File: config.mk
export PLATFORM = sky130hd
export DESIGN_NAME = ofdm_cp_remove
export DESIGN_NICKNAME = d
export VERILOG_FILES = /design/src/rtl/ofdm_rx_pkg.sv /design/src/rtl/ofdm_sym_counter.sv /design/src/rtl/ofdm_cp_remove.sv
export SDC_FILE = /design/constraint.sdc
export NUM_CORES = 1
export LEC_CHECK = 0
export ABC_CLOCK_PERIOD_IN_PS = 2730
export BUFFER_PORTS_ARGS = -buffer_cell sky130_fd_sc_hd__buf_2
export CAP_MARGIN = 20
export CORE_MARGIN = 1
export CORE_UTILIZATION = 46
export DETAILED_ROUTE_END_ITERATION = 6
export GPL_ROUTABILITY_DRIVEN = 0
export HOLD_SLACK_MARGIN = 0.08
export PLACE_DENSITY = 0.74
export SETUP_SLACK_MARGIN = 0.4
export SLEW_MARGIN = 20
export SYNTH_ARGS = -nofsm -noshare
export SYNTH_HDL_FRONTEND = slang
export SYNTH_SLANG_ARGS = --single-unit
File: constraint.sdc
create_clock -name CLK_I -period 2.73 [get_ports CLK_I]
set_clock_uncertainty 0.2 [all_clocks]
set_input_delay 0.1365 -clock CLK_I [delete_from_list [all_inputs] [get_ports CLK_I]]
set_output_delay 0.1365 -clock CLK_I [all_outputs]
set_load 0.01 [all_outputs]
File: src/rtl/ofdm_rx_pkg.sv
// rtl/ofdm_rx_pkg.sv - shared types and default sizing for the OFDM receive path
package ofdm_rx_pkg;

    // Defaults track the TX IFFT modulator configuration.
    localparam int NFFT_DEF   = 2048;
    localparam int CP_LEN_DEF = 512;
    localparam int DW_DEF     = 32;

    typedef enum logic [1:0] {
        ST_IDLE = 2'd0,
        ST_CP   = 2'd1,
        ST_BODY = 2'd2
    } state_e;

    // Counter width able to hold 0..n-1, never narrower than one bit.
    function automatic int cnt_w(input int n);
        return (n <= 2) ? 1 : $clog2(n);
    endfunction

endpackage

File: src/rtl/ofdm_sym_counter.sv
// rtl/ofdm_sym_counter.sv - per-symbol sample counter with CP / symbol-end flags
//
// Ports:
//   clk_i, rst_ni   clock, asynchronous active-low reset
//   clr_i           realign: force the sample count back to 0
//   adv_i           one sample accepted this cycle
//   cp_last_o       current sample is the last cyclic-prefix sample
//   sym_last_o      current sample is the last sample of the symbol
//   fs_i, body_i,   (OFDM_CP_REMOVE_SYMCNT_EN only) frame start, accept is
//   sym_cnt_o       in BODY, and the completed-symbol count
module ofdm_sym_counter
    import ofdm_rx_pkg::*;
#(
    parameter int NFFT   = NFFT_DEF,
    parameter int CP_LEN = CP_LEN_DEF,
    localparam int SYM_LEN = CP_LEN + NFFT,
    localparam int CW      = cnt_w(SYM_LEN)
) (
    input  logic        clk_i,
    input  logic        rst_ni,
    input  logic        clr_i,
    input  logic        adv_i,
`ifdef OFDM_CP_REMOVE_SYMCNT_EN
    input  logic        fs_i,
    input  logic        body_i,
    output logic [15:0] sym_cnt_o,
`endif
    output logic        cp_last_o,
    output logic        sym_last_o
);

    logic [CW-1:0] s_cnt_q, s_cnt_d;

    assign sym_last_o = (s_cnt_q == CW'(SYM_LEN - 1));

    // With no prefix the CP state is never entered, so the flag is tied off.
    generate
        if (CP_LEN > 0) begin : g_cp
            assign cp_last_o = (s_cnt_q == CW'(CP_LEN - 1));
        end else begin : g_no_cp
            assign cp_last_o = 1'b0;
        end
    endgenerate

    always_comb begin
        s_cnt_d = s_cnt_q;
        if (clr_i) begin
            s_cnt_d = '0;
        end else if (adv_i) begin
            s_cnt_d = sym_last_o ? '0 : s_cnt_q + CW'(1);
        end
    end

    always_ff @(posedge clk_i or negedge rst_ni) begin
        if (!rst_ni) begin
            s_cnt_q <= '0;
        end else begin
            s_cnt_q <= s_cnt_d;
        end
    end

`ifdef OFDM_CP_REMOVE_SYMCNT_EN
    logic [15:0] sym_cnt_q, sym_cnt_d;

    always_comb begin
        sym_cnt_d = sym_cnt_q;
        if (fs_i) begin
            sym_cnt_d = '0;
        end else if (adv_i && body_i && sym_last_o) begin
            sym_cnt_d = sym_cnt_q + 16'd1;
        end
    end

    always_ff @(posedge clk_i or negedge rst_ni) begin
        if (!rst_ni) begin
            sym_cnt_q <= '0;
        end else begin
            sym_cnt_q <= sym_cnt_d;
        end
    end

    assign sym_cnt_o = sym_cnt_q;
`endif

endmodule

File: src/rtl/ofdm_cp_remove.sv
// rtl/ofdm_cp_remove.sv - strips the cyclic prefix from each received OFDM symbol
//
// Optional feature macro: OFDM_CP_REMOVE_SYMCNT_EN (adds SYM_CNT_O, SYM_LAST_O).
//
// Ports:
//   CLK_I, RST_I          clock, asynchronous active-low reset
//   DAT_I, CYC_I, STB_I,  sample sink; CYC_I rising marks symbol 0 sample 0,
//   WE_I, ACK_O           a sample moves when CYC_I & STB_I & WE_I & ACK_O
//   DAT_O, CYC_O, STB_O,  useful-sample source, registered, 1-cycle latency;
//   WE_O, ACK_I           a beat moves when STB_O & ACK_I
//   SYM_CNT_O             completed symbols since frame start (optional)
//   SYM_LAST_O            beat carries the last useful sample (optional)
module ofdm_cp_remove
    import ofdm_rx_pkg::*;
#(
    parameter int NFFT   = NFFT_DEF,
    parameter int CP_LEN = CP_LEN_DEF,
    parameter int DW     = DW_DEF
) (
    input  logic          CLK_I,
    input  logic          RST_I,
    input  logic [DW-1:0] DAT_I,
    input  logic          CYC_I,
    input  logic          STB_I,
    input  logic          WE_I,
    output logic          ACK_O,
    output logic [DW-1:0] DAT_O,
    output logic          CYC_O,
    output logic          STB_O,
    output logic          WE_O,
    input  logic          ACK_I
`ifdef OFDM_CP_REMOVE_SYMCNT_EN
    ,
    output logic [15:0]   SYM_CNT_O,
    output logic          SYM_LAST_O
`endif
);

    // With no prefix every symbol boundary goes straight back into BODY.
    localparam state_e ST_SYM_START = (CP_LEN == 0) ? ST_BODY : ST_CP;

    state_e        state_q;
    logic          icyc_q;
    logic          stb_q;
    logic          cyc_q;
    logic [DW-1:0] dat_q;

    logic ena;
    logic fs;
    logic out_halt;
    logic body_acc;
    logic cp_last;
    logic sym_last;

    assign ena      = CYC_I & STB_I & WE_I;
    assign fs       = CYC_I & ~icyc_q;
    assign out_halt = stb_q & ~ACK_I;
    // A stalled output blocks intake in CP as well, keeping the sink and
    // source in lock-step.
    assign ACK_O    = ena & ~out_halt & (state_q != ST_IDLE);
    assign body_acc = (state_q == ST_BODY) & ACK_O;

    ofdm_sym_counter #(
        .NFFT   (NFFT),
        .CP_LEN (CP_LEN)
    ) u_sym_counter (
        .clk_i      (CLK_I),
        .rst_ni     (RST_I),
        .clr_i      (~CYC_I | fs),
        .adv_i      (ACK_O),
`ifdef OFDM_CP_REMOVE_SYMCNT_EN
        .fs_i       (fs),
        .body_i     (state_q == ST_BODY),
        .sym_cnt_o  (SYM_CNT_O),
`endif
        .cp_last_o  (cp_last),
        .sym_last_o (sym_last)
    );

`ifdef OFDM_CP_REMOVE_SYMCNT_EN
    logic last_q;
    assign SYM_LAST_O = last_q;
`endif

    always_ff @(posedge CLK_I or negedge RST_I) begin
        if (!RST_I) begin
            state_q <= ST_IDLE;
            icyc_q  <= 1'b0;
            stb_q   <= 1'b0;
            cyc_q   <= 1'b0;
            dat_q   <= '0;
`ifdef OFDM_CP_REMOVE_SYMCNT_EN
            last_q  <= 1'b0;
`endif
        end else begin
            icyc_q <= CYC_I;

            if (!CYC_I) begin
                state_q <= ST_IDLE;
            end else if (fs) begin
                state_q <= ST_SYM_START;
            end else if (ACK_O) begin
                case (state_q)
                    ST_CP:   if (cp_last)  state_q <= ST_BODY;
                    ST_BODY: if (sym_last) state_q <= ST_SYM_START;
                    default: state_q <= state_q;
                endcase
            end

            // Output register reloads whenever the current beat is gone,
            // so a consumed beat and a new accept share one edge.
            if (!out_halt) begin
                stb_q <= body_acc;
                if (body_acc) begin
                    dat_q <= DAT_I;
                end
`ifdef OFDM_CP_REMOVE_SYMCNT_EN
                last_q <= body_acc & sym_last;
`endif
            end

            if (body_acc) begin
                cyc_q <= 1'b1;
            end else if (!CYC_I && !stb_q) begin
                cyc_q <= 1'b0;
            end
        end
    end

    assign DAT_O = dat_q;
    assign STB_O = stb_q;
    assign WE_O  = stb_q;
    assign CYC_O = cyc_q;

endmodule

Word-level counts from Yosys, hierarchy flattened
Cells that the tools add are included.
{ "op_classes": {"addsub": 1, "reduce_logical": 8, "n_mux": 11, "bitwise_logic": 12, "n_eq_ne": 8} }
{ "op_table": {"columns": ["operator", "n"], "rows": [
  ["two-way mux 12 bit", 3],
  ["adder 12 x 1 -> 12 bit, second input constant", 1],
  ["== test 12 bit, second input constant", 1],
  ["== test 12 x 9 -> 1 bit, second input constant", 1],
  ["two-way mux 2 bit", 5],
  ["AND 1 bit", 7],
  ["nonzero test 2 bit", 3],
  ["inequality test 4 x 1 -> 1 bit, second input constant", 1],
  ["inequality test 4 x 3 -> 1 bit, second input constant", 1],
  ["inequality test 4 bit, second input constant", 1],
  ["NOT 1 bit", 4],
  ["one-hot mux 2 bit (2 select lines)", 1],
  ["AND reduction 4 bit", 1],
  ["inequality test 3 x 1 -> 1 bit, second input constant", 1],
  ["== test 2 x 1 -> 1 bit, second input constant", 1],
  ["== test 2 bit, second input constant", 1],
  ["zero test 1 bit", 2],
  ["two-way mux 1 bit", 2],
  ["AND reduction 2 bit", 1],
  ["logical AND 1 bit", 1],
  ["bitwise OR 1 bit", 1]
]} }
{ "totals": {"wordCells": 46, "in_bits": 38, "regBits": 49} }

Longest topological paths before layout
{ "logic_depth": {"ltp_word": 8, "mapped_depth": 7, "depth_no_buf": 6} }

By module
From an unflattened synthesis, not the netlist that was laid out.
{ "unflattened": {"cells_unflattened": 157, "hier_area_um2": 2220.9} }
{ "by_module_without_submodules": {"columns": ["module", "area_per_inst_um2", "n_inst", "cells_per_inst"], "rows": [
  ["ofdm_cp_remove", 1579.0, 1, 94],
  ["ofdm_sym_counter", 641.9, 1, 63]
]} }

Least setup slack after synthesis
No wires, ideal clock.
{ "synth_timing": {"path_type": "register -> register", "start": "register state_q[0]", "end": "register dat_q[10] (netlist: DAT_O[10])", "arrival_time_ns": 1.602, "path_stages_with_launch": 8, "setup_ns": 0.125, "t_required_ns": 2.405, "setup_slack_ns": 0.803, "n_path_buf": 1, "path_cell_list": "dfrtp_1 inv_1 ha_1 nand4b_2 nor2_4 nand2_4 buf_6 mux2_4"} }
{ "synth_via": {"elab_chain_cells": 4, "elab_cells_between_ends": 5, "cone_classes": "eq/ne (1); bitwise (2); reduce/logical (2)"} }
{ "synth_rtl": {"columns": ["element", "line", "rtl"], "rows": [
  ["start, declared", "ofdm_cp_remove.sv:42", "state_e state_q;"],
  ["start signal, assigned", "ofdm_cp_remove.sv:106", "default: state_q <= state_q;"],
  ["nonzero test 2 bit", "ofdm_cp_remove.sv:60", "assign ACK_O = ena & ~out_halt & (state_q != ST_IDLE);"],
  ["AND 1 bit", "ofdm_cp_remove.sv:60", null],
  ["net ACK_O", "ofdm_cp_remove.sv:26", "output logic ACK_O,"],
  ["AND 1 bit", "ofdm_cp_remove.sv:61", "assign body_acc = (state_q == ST_BODY) & ACK_O;"],
  ["AND reduction 2 bit (no line)", null, null],
  ["end signal, assigned", "ofdm_cp_remove.sv:91", "dat_q <= '0;"],
  ["end signal, assigned", "ofdm_cp_remove.sv:115", "dat_q <= DAT_I;"],
  ["end, declared", "ofdm_cp_remove.sv:46", "logic [DW-1:0] dat_q;"]
]} }
The timed path passes the listed nets, and every way through them passes these cells.
A chain may end at the register's enable or synchronous reset.

Final worst setup path
{ "layout_timing": {"start": "register state_q[0]", "end": "register dat_q[27] (netlist: DAT_O[27])"} }
{ "layout_via": {"elab_chain_cells": 4, "elab_cells_between_ends": 5, "cone_classes": "eq/ne (1); bitwise (2); reduce/logical (2)"} }
{ "layout_rtl": {"columns": ["element", "line"], "rows": [
  ["nonzero test 2 bit", "ofdm_cp_remove.sv:60"],
  ["AND 1 bit", "ofdm_cp_remove.sv:60"],
  ["AND 1 bit *", "ofdm_cp_remove.sv:61"],
  ["AND reduction 2 bit (no line) *", null]
]} }
Every way passes the cells marked *; elsewhere a longest branch is shown, timed or not.

==> results.cfg <==
[timing]
hold_viol_final = 0
rsz0062_at_grt = no
fin_ws_ps = 550.5
hold_ws_ps = 154.0
worst_pin_slew_ps = 568.9
finalSetupViolCount = 0
fmax_ghz = 0.4588
slew_headroom = 0.6195
setup_tns_ps = 0
post-route-period-util = 0.7984
report.final.slew_viol_count = 0
period_minus_slack_ps = 2180

[layout]
multi_input_area_um2 = 963.4
seq_area_um2 = 1226
area_growth_pct = 39.68
antenna-diode-count = 0
fin_util = 0.6668
fin_nets = 324
fillCellCount = 353
drive_gt1_frac = 0.3993

[power]
p_leak_nw = 1.688
power_mw = 1.378
peakVddDrop_mv = 0.3482
cellPowerDensity_nw_per_um2 = 437.4

[setup_path]
slowest_stage = mux2_1
critical_path.startpoint = state_q[0]
cp-start-kind = flip-flop
crit_chain = inv_1 > ha_1 > nand4b_2 > nor2_4 > nand2_4 > mux2_1
r2r_start = state_q[0]
end_kind = flip-flop
critPathRequiredTime_ps = 2720
path_class = flip-flop to flip-flop
max_stage_delay_ps = 430
crit_fanout = 34
arrival_ps = 2170

[clocking]
cts_setup_buffers = 0
path_clk_slew_ps = 90
htreeDepth = 2
cts_tree = done
clockRootBuffer = clkbuf_8
cts_buffer_depth = 2
clock_latency_ps = 300
clkSinkCount = 49
numCtsBuffers = 5

[detailed_routing]
via_count = 1785
wl_per_cell_um = 14.43
ant_nets = 0
viasPerCell = 5.100
wl_um = 5049
drc = 1
drt_iter0_drc = 89
dr.pass1.iters = 6

[min_path]
hp-class = input pin to flip-flop
min-delay-start = WE_I

[global_route]
gr-max-usage-layer = met2
grt_pass1_vias = 1794
grt_pass1_wl_um = 8514
grtUsageMet2 = 0.3679
antenna_found_initial = 0
grt.overflow.total = 0
grt_max_degree = 37
grt_util_met1 = 0.2638
met3_usage = 0.04306
globalRouteTotalUtil = 0.2136

[job]
drv_cap = 0

[synth]
synthFlopType = dfrtp_1
synth_edf_count = 0
ys_types = 40
yosysWarnings = 0
syn-cell-area_um2 = 2255
yosysTopAreaCellShare = 0.5438
netlist_top_cells_count = 49 x dfrtp_1, 20 x mux2_4, 8 x mux2_1, 8 x nand2_1, 8 x nand3_1
synth_top_area_cell = dfrtp_1
async_flop_share = 1.000
syn_inst = 170
avgSynthCellArea_um2 = 13.26
synth_seq_cells = 49
seq_area_frac_synth = 0.5438
yosysMostFrequentCell = dfrtp_1
synth_area_leaders = dfrtp_1 54%, mux2_4 13%, mux2_1 4.0%
syn_nets = 212

[placed_design]
dp_hpwl_um = 3211
portBuffers = 73
pre_cts_ws_ps = 522.1

[floorplanning]
design.core.area_um2 = 4723
die_area_um2 = 5185
start_util = 0.4774
ioPinCount = 74
rows = 25
die_w_um = 72.01
die_h_um = 72.01

[status]
outcome = complete, but fails checks
violations = DRC
==> layer usage <==
layer	up-vias	part of all wire	wire length, µm
met3	10	0.041	207
met5	-	0	0
li1	854	-	-
met4	0	0.019	98
met1	860	0.42	2143
met2	61	0.51	2599
==> registers in the layout (all words and copies together) (netlist names) <==
signal and flops:
STB_O 1, icyc_q 1, CYC_O 1, u_sym_counter.s_cnt_q 12, DAT_O 32, state_q 2
==> placed cells by master (no fill, tap or decap), types with 6 or more instances in the layout <==
| cell type | Yosys | routed |
|---|---|---|
| o21ai_0 | 6 | 6 |
| nand3_1 | 8 | 8 |
| nand2_1 | 8 | 8 |
| dlygate4sd3_1 | 0 | 36 |
| mux2_1 | 8 | 8 |
| a21oi_1 | 7 | 6 |
| mux2_4 | 20 | 20 |
| inv_1 | 6 | 6 |
| a31oi_1 | 6 | 6 |
| buf_2 | 1 | 73 |
| clkbuf_8 | 0 | 6 |
| dfrtp_1 | 49 | 49 |
==> area by class of cell <==
cell class | count | area share
clock buffers | 6 | 0.02622
clock inverters | 2 | 0.01192
inverters | 6 | 0.007151
multi-input cells | 110 | 0.3059
flip-flops and latches | 49 | 0.3894
well taps | 67 | 0.02662
repair buffers | 110 | 0.2328
==> worst max-delay path: cells and delay by family, from the launching register on <==
kind,cells,cell delay [ps]
buffers and inverters,1,70
muxes,1,430
and+or+nand+nor,3,790
DFF,1,380
adders and majority gates,1,200
==> repair_timing <==
action	in CTS	in global routing
resized for setup	0	1
endpoints found under the setup margin	0	6
hold buffers	36	0
endpoints found under the hold margin	86	0
==> power breakdown <==
part	leakage (nW)	switching, mW	total, mW	internal (mW)
clock	0.0574	0.238	0.536	0.298
sequential	0.681	0.00278	0.732	0.729
combinational	0.950	0.0463	0.110	0.0639
total	1.69	0.287	1.38	1.09
==> logic make-up (layout without fill, tap and decap cells) <==
family	Yosys count	in the layout	synth area share
AOI/OAI and AO/OA	29	29	0.08213
xor gates and xnor gates	1	1	0.003885
adders and majority gates	4	4	0.02220
buffers and inverters	11	124	0.03052
DFF	49	49	0.5438
muxes	32	32	0.1931
and+or+nand+nor	44	44	0.1243
==> stage by stage <==
| step | std cells | area, µm² |
|---|---|---|
| CTS | 350 | 3146 |
| detailed placement | 306 | 2665 |
| floorplan | 170 | 2255 |
| global route | 350 | 3149 |
| global placement | 306 | 2665 |
| finish | 350 | 3149 |
==> final timing paths <==
check / to / slack [ps] / cells past startpoint
max in group asynchronous: u_sym_counter.s_cnt_q[10] / 1230 / 3
setup / recovery: DAT_O[27] / 550 / 6
hold reg to reg: state_q[0] / 300 / 1
min in group asynchronous: DAT_O[21] / 240 / 3
setup reg to reg: DAT_O[27] / 550 / 6
hold / removal: u_sym_counter.s_cnt_q[0] / 150 / 5
Note: power is estimated with default switching activity, not from simulation.
